===== config.mk =====
export PLATFORM = sky130hd
export DESIGN_NAME = output_mode_sequencer
export DESIGN_NICKNAME = d
export VERILOG_FILES = /design/src/rtl/output_mode_pkg.sv /design/src/rtl/mode_qualifier.sv /design/src/rtl/output_mode_sequencer.sv
export SDC_FILE = /design/constraint.sdc
export NUM_CORES = 1
export LEC_CHECK = 0
export BUFFER_PORTS_ARGS = -buffer_cell sky130_fd_sc_hd__buf_2
export CAP_MARGIN = 20
export CORE_MARGIN = 4
export CORE_UTILIZATION = 53
export DETAILED_ROUTE_END_ITERATION = 10
export PLACE_DENSITY = 0.88
export SYNTH_ARGS = -nofsm -noshare
export SYNTH_HDL_FRONTEND = slang
export SYNTH_SLANG_ARGS = --single-unit

===== constraint.sdc =====
create_clock -name clk -period 1.16 [get_ports clk]
set_clock_uncertainty 0.2 [all_clocks]
set_input_delay 0.232 -clock clk [delete_from_list [all_inputs] [get_ports clk]]
set_output_delay 0.232 -clock clk [all_outputs]
set_load 0.005 [all_outputs]

===== src/rtl/output_mode_pkg.sv =====
// Shared types and mode decode for the output mode sequencer.
package output_mode_pkg;

  typedef enum logic [2:0] {
    ModeOff      = 3'd0,
    ModePwm      = 3'd1,
    ModeR2r      = 3'd2,
    ModeSawtooth = 3'd3,
    ModeBuzzer   = 3'd4,
    ModeChrip    = 3'd5
  } mode_e;

  typedef enum logic [1:0] {
    StOff,
    StActive,
    StQualify,
    StGuard
  } state_e;

  typedef struct packed {
    logic pwm;
    logic r2r;
    logic buzzer;
    logic chrip;
    logic sawtooth;
  } mode_ctrl_t;

  function automatic mode_ctrl_t decode_mode(logic [2:0] code);
    mode_ctrl_t ctrl;
    ctrl = '0;
    case (code)
      ModePwm:      ctrl.pwm = 1'b1;
      ModeR2r:      ctrl.r2r = 1'b1;
      ModeSawtooth: begin
        ctrl.pwm      = 1'b1;
        ctrl.sawtooth = 1'b1;
      end
      ModeBuzzer:   ctrl.buzzer = 1'b1;
      ModeChrip:    begin
        ctrl.buzzer = 1'b1;
        ctrl.chrip  = 1'b1;
      end
      default:      ctrl = '0;
    endcase
    return ctrl;
  endfunction

endpackage


===== src/rtl/mode_qualifier.sv =====
// Candidate capture and stability counting for requested mode codes.
module mode_qualifier
  import output_mode_pkg::*;
#(
  parameter int unsigned SEL_W         = 3,
  parameter int unsigned NUM_MODES     = 6,
  parameter int unsigned STABLE_CYCLES = 4
) (
  input  logic             clk_i,
  input  logic             rst_ni,
  input  logic [SEL_W-1:0] mode_select_i,
  input  logic [SEL_W-1:0] active_mode_i,
  input  logic             qualifying_i,
  input  logic             hold_i,
  input  logic             clear_i,
  output logic [SEL_W-1:0] candidate_o,
  output logic             request_o,
  output logic             abort_o,
  output logic             done_o
);

  localparam int unsigned CntW = $clog2(STABLE_CYCLES + 1);

  logic [CntW-1:0]  count_q, count_d;
  logic [SEL_W-1:0] cand_q, cand_d;
  logic             legal, match;

  assign legal       = mode_select_i < SEL_W'(NUM_MODES);
  assign request_o   = legal && (mode_select_i != active_mode_i);
  assign match       = mode_select_i == cand_q;
  assign done_o      = count_q >= CntW'(STABLE_CYCLES);
  assign abort_o     = qualifying_i && !done_o && !match && !request_o;
  assign candidate_o = cand_q;

  always_comb begin
    count_d = count_q;
    cand_d  = cand_q;
    if (clear_i) begin
      count_d = '0;
    end else if (!hold_i) begin
      if (qualifying_i) begin
        // Once qualified the count freezes until the sequencer leaves QUALIFY.
        if (!done_o) begin
          if (match) begin
            count_d = count_q + CntW'(1);
          end else if (request_o) begin
            cand_d  = mode_select_i;
            count_d = CntW'(1);
          end else begin
            count_d = '0;
          end
        end
      end else if (request_o) begin
        cand_d  = mode_select_i;
        count_d = CntW'(1);
      end else begin
        count_d = '0;
      end
    end
  end

  always_ff @(posedge clk_i or negedge rst_ni) begin
    if (!rst_ni) begin
      count_q <= '0;
      cand_q  <= '0;
    end else begin
      count_q <= count_d;
      cand_q  <= cand_d;
    end
  end

endmodule


===== src/rtl/output_mode_sequencer.sv =====
// Glitch-free output mode switching with stability qualification.
// OUTPUT_MODE_DEADTIME_EN inserts an all-off guard interval between modes.
module output_mode_sequencer
  import output_mode_pkg::*;
#(
  parameter int unsigned SEL_W         = 3,
  parameter int unsigned NUM_MODES     = 6,
  parameter int unsigned STABLE_CYCLES = 4,
  parameter int unsigned GUARD_CYCLES  = 8
) (
  input  logic             clk,
  input  logic             reset_n,
  input  logic [SEL_W-1:0] mode_select,
  input  logic             force_off,
  output logic             pwm_enable,
  output logic             r2r_enable,
  output logic             buzzer_enable,
  output logic             chrip_mode,
  output logic             sawtooth_mode,
  output logic [SEL_W-1:0] active_mode,
  output logic             switching,
  output logic             mode_changed
);

  // Assert asynchronously, release two clocks after reset_n rises.
  logic [1:0] rst_sync_q;
  logic       rst_n;

  always_ff @(posedge clk or negedge reset_n) begin
    if (!reset_n) begin
      rst_sync_q <= 2'b00;
    end else begin
      rst_sync_q <= {rst_sync_q[0], 1'b1};
    end
  end

  assign rst_n = rst_sync_q[1];

  state_e           state_q;
  logic [SEL_W-1:0] active_q;
  mode_ctrl_t       ctrl_q;
  logic             changed_q;
  logic [SEL_W-1:0] candidate;
  logic             request, abort, done;
  mode_ctrl_t       cand_ctrl;

  assign cand_ctrl = decode_mode(candidate[2:0]);

  mode_qualifier #(
    .SEL_W        (SEL_W),
    .NUM_MODES    (NUM_MODES),
    .STABLE_CYCLES(STABLE_CYCLES)
  ) u_qualifier (
    .clk_i        (clk),
    .rst_ni       (rst_n),
    .mode_select_i(mode_select),
    .active_mode_i(active_q),
    .qualifying_i (state_q == StQualify),
    .hold_i       (state_q == StGuard),
    .clear_i      (force_off),
    .candidate_o  (candidate),
    .request_o    (request),
    .abort_o      (abort),
    .done_o       (done)
  );

`ifdef OUTPUT_MODE_DEADTIME_EN
  localparam int unsigned GuardW = $clog2(GUARD_CYCLES + 1);
  logic [GuardW-1:0] guard_q;

  always_ff @(posedge clk or negedge rst_n) begin
    if (!rst_n) begin
      state_q   <= StOff;
      active_q  <= '0;
      ctrl_q    <= '0;
      changed_q <= 1'b0;
      guard_q   <= '0;
    end else begin
      changed_q <= 1'b0;
      if (force_off) begin
        state_q  <= StOff;
        active_q <= '0;
        ctrl_q   <= '0;
        guard_q  <= '0;
      end else begin
        case (state_q)
          StOff, StActive: begin
            if (request) state_q <= StQualify;
          end
          StQualify: begin
            if (done) begin
              state_q <= StGuard;
              ctrl_q  <= '0;
              guard_q <= GuardW'(1);
            end else if (abort) begin
              state_q <= (active_q == '0) ? StOff : StActive;
            end
          end
          StGuard: begin
            if (guard_q >= GuardW'(GUARD_CYCLES)) begin
              state_q   <= (candidate == '0) ? StOff : StActive;
              active_q  <= candidate;
              ctrl_q    <= cand_ctrl;
              changed_q <= 1'b1;
              guard_q   <= '0;
            end else begin
              guard_q <= guard_q + GuardW'(1);
            end
          end
          default: state_q <= StOff;
        endcase
      end
    end
  end
`else
  always_ff @(posedge clk or negedge rst_n) begin
    if (!rst_n) begin
      state_q   <= StOff;
      active_q  <= '0;
      ctrl_q    <= '0;
      changed_q <= 1'b0;
    end else begin
      changed_q <= 1'b0;
      if (force_off) begin
        state_q  <= StOff;
        active_q <= '0;
        ctrl_q   <= '0;
      end else begin
        case (state_q)
          StOff, StActive: begin
            if (request) state_q <= StQualify;
          end
          StQualify: begin
            if (done) begin
              state_q   <= (candidate == '0) ? StOff : StActive;
              active_q  <= candidate;
              ctrl_q    <= cand_ctrl;
              changed_q <= 1'b1;
            end else if (abort) begin
              state_q <= (active_q == '0) ? StOff : StActive;
            end
          end
          default: state_q <= StOff;
        endcase
      end
    end
  end
`endif

  assign pwm_enable    = ctrl_q.pwm;
  assign r2r_enable    = ctrl_q.r2r;
  assign buzzer_enable = ctrl_q.buzzer;
  assign chrip_mode    = ctrl_q.chrip;
  assign sawtooth_mode = ctrl_q.sawtooth;
  assign active_mode   = active_q;
  assign switching     = (state_q == StQualify) || (state_q == StGuard);
  assign mode_changed  = changed_q;

endmodule


==> metrics.md <==
| Metric | Value |
|---|---|
| Status | complete, but fails checks |
| Failing checks | setup timing |
| Antenna Nets Post-Route | 0 |
| Crit-path max FO | 5 |
| Cells after Synth | 93 |
| Vias in the first global route | 900 |
| Drt via density | 5.981 |
| DRT iter0 DRCs | 40 |
| Yosys top cell area share | 0.5053 |
| Count leader, synth | dfrtp_1 |
| Sequential share of the synthesized area | 0.5053 |
| Number of buffers created by CTS | 3 |
| Chip width | 50.14 um |
| Total core area | 0.001594 mm^2 |
| CP Capture Type | flop |
| DR WL/cell | 21.12 um |
| CTS tree | built |
| All-Layer GR Usage | 0.2328 |
| Syn_area_per_cell | 10.12 um^2 |
| Reg clk slew, reported paths | 0.12 ns |
| Period utilisation layout | 1.666 |
| Hold crit path type | in2async |
| Maxcap violations | 0 |
| Multi-input logic area | 558.0 um^2 |
| Worst setup margin | -0.7727 ns |
| Combinational share of power | 0.253 |
| First-pass GRT wire length | 4402 um |
| Least-Margin Pin Slew | 0.6362 ns |
| Main area contributors after synthesis | dfrtp_1 (51%), nor2_1 (4.8%), a21oi_1 (4.3%) |
| Commonest cells post-synth | dfrtp_1 (19), nor2_1 (12), a21oi_1 (8) |
| Hold Slack | 0.02019 ns |
| Worst EP required | 1.20 ns |
| FILL cells | 52 |
| Hpwl dp | 1744 um |
| Sw frac | 0.3092 |
| Grt ovf | 0 |
| Critical Path Start Type | flop |
| WL final | approximately 3400 um |
| Hold Vio Cnt, Final | 0 |
| CTS Root Cell | clkbuf_4 |
| RSZ-0062 raised after global routing | yes |
| Slowest CP cell | nor4_1 |
| Drt first pass iters | 4 |
| Final setup violation count | 27 |
| DRC violation count after routing | 0 |
| Routed via count | roughly 970 |
| FP Rows | 14 |
| Slew Viols, Final | 0 |
| Kind of critical path | reg2reg |
| Initial core utilization | 0.5903 |
| Sequential Power Share | 0.503 |
| VDD IR max | 956.0 uV |
| Post-synth EDFFs | 0 |
| Relative slew slack | 0.5719 |
| CP cell instances | buf_4 -> nor4b_2 -> nor4_1 -> a31oi_1 -> o2bb2ai_2 |
| Synth Warn # | 0 |
| Pin count of the biggest net entering global routing | 12 |
| Buffers on Ports | 15 |
| Io pins | 16 |
| Nets | between 100 and 150 |
| Antenna cell count | 0 |
| Seq cells post-synth | 19 |
| Crit-path max cell delay | 0.54 ns |
| Routability congestion estimate | between 0.8 and 0.9 |
| Synthesized area | roughly 940 um^2 |
| Die Height | 50.14 um |
| Sw power | about 0.44 mW |
| Longest Clk Path Bufs | 2 |
| Layout cells sized above 1 | 0.5797 |
| Antenna violations before repair | 0 |
| Post-synth ARST share | 1.000 |
| CP Data Arrival Time | ~2.0 ns |
| WP buf/inv | 1 |
| Fin crit period | just under 2 ns |
| Layout area overhead | 57.05% |
| Primary FF master, synth | dfrtp_1 |
| H-tree depth | 1 |
| Pleak | 0.7181 nW |
| F_max | slightly above 0.5 GHz |
| Mapped Nets | approximately 100 |
| Post-layout util | 0.9270 |
| Die Footprint | 0.002514 mm^2 |
| Clock latency on the worst-skew pair | ~0.3 ns |
| Post-synth top area cell | dfrtp_1 |
| Clock sinks | 19 |
| Netlist cell types | 31 |
| Clock power frac | 0.244 |
| Reg area | ~480 um^2 |
| Top Family by Delay on Critical Path | simple AND/OR/NAND/NOR gates |
| Internal cell power | around 1 mW |
| Pwr/cell area | between 900 and 1000 mW/mm^2 |
==> worst register-to-register path, stage by stage, from the launching register on <==
cell	delay, ns
dfrtp_1	0.42
buf_4	0.17
nor4b_2	0.16
nor4_1	0.55
a31oi_1	0.18
o2bb2ai_2	0.19
==> registers in the layout (all words and copies together), names as in the netlist <==
register                 count
sawtooth_mode                1
u_qualifier.count_q          3
chrip_mode                   1
mode_changed                 1
active_mode                  3
state_q                      2
rst_sync_q                   2
buzzer_enable                1
u_qualifier.candidate_o      3
pwm_enable                   1
r2r_enable                   1
==> power groups by stage <==
stage               clock network [mW]  registers (mW)  logic [mW]
global placement                     0           0.729       0.254
CTS                              0.326           0.720       0.301
finish                           0.348           0.719       0.362
floorplan                            0           0.723       0.184
global route                     0.374           0.723       0.387
detailed placement                   0           0.734       0.264
==> area by class of cell <==
type                            instances  area share
Timing Repair Buffer                   48      0.2481
Sequential cell                        19      0.3235
Multi-Input combinational cell         63      0.3776
Clock inverter                          1    0.003387
Inverter                                4     0.01185
Tap cell                               24     0.02032
Clock buffer                            3     0.01524
==> cells in the final DEF (no fill, tap or decap), types with 2 or more instances in the layout <==
cell,n
buf_4,24
xor2_1,4
mux2_4,2
nor4_1,2
buf_6,9
nand2_1,3
nor3b_2,2
dfrtp_1,17
mux2i_1,3
dfrtp_2,2
nor2_4,2
clkbuf_4,3
a31oi_1,3
ha_1,2
a21oi_2,7
buf_2,13
nor2_1,10
nand3_2,2
inv_1,3
dlygate4sd3_1,2
==> path summary, 6_finish.rpt <==
check	startpoint	endpoint	slack [ns]	depth (start not counted)
min reg2reg	rst_sync_q[0]	rst_sync_q[1]	0.17	0
max	u_qualifier.count_q[2]	state_q[0]	-0.77	5
max reg2reg	u_qualifier.count_q[2]	state_q[0]	-0.77	5
min in group clk	mode_select[0]	u_qualifier.candidate_o[0]	0.04	2
max in group asynchronous	rst_sync_q[1]	active_mode[2]	0.01	2
min	reset_n	rst_sync_q[1]	0.02	2
==> metal layers <==
metal  vias to the layer above  GRT usage  part of all wire
li1                        414          -                 -
met1                       478     0.3065              0.41
met2                        63     0.3891              0.48
met3                        14    0.03550             0.073
met4                         0    0.08295             0.032
met5                         -          0                 0
==> logic make-up (layout without fill, tap and decap cells) <==
family / count (synthesis) / after routing / share of synthesized area
AO/OA/AOI/OAI: 17 / 17 / 0.1157
XOR/XNOR: 4 / 4 / 0.03723
adder cells (fa/ha/maj): 2 / 2 / 0.02659
buffers and inverters: 11 / 56 / 0.04920
flip-flops: 19 / 19 / 0.5053
multiplexers: 6 / 6 / 0.06782
other: 1 / 1 / 0.003986
AND/OR/NAND/NOR: 33 / 33 / 0.1942
==> through the flow <==
step                      instance area, um^2  TNS [ns]  power [mW]  instances  setup slack, ns
after floorplan                          1006    -4.343      0.9061         93          -0.6388
after global routing                     1478    -10.13       1.485        162          -0.8206
after global placement                   1230    -5.537      0.9829        148          -0.6393
after CTS                                1384    -7.334       1.348        157          -0.6542
final                                    1478    -8.777       1.429        162          -0.7727
after detailed placement                 1230    -6.401      0.9978        148          -0.6774
==> repair_timing <==
item	4_1_cts	5_1_grt
buffers inserted	3	5
pin swaps	8	3
endpoints found under the hold margin	19	0
setup endpoints to repair	27	27
hold buffers	2	0
gates resized for setup	22	11
Power figures use the tool's default switching activity.
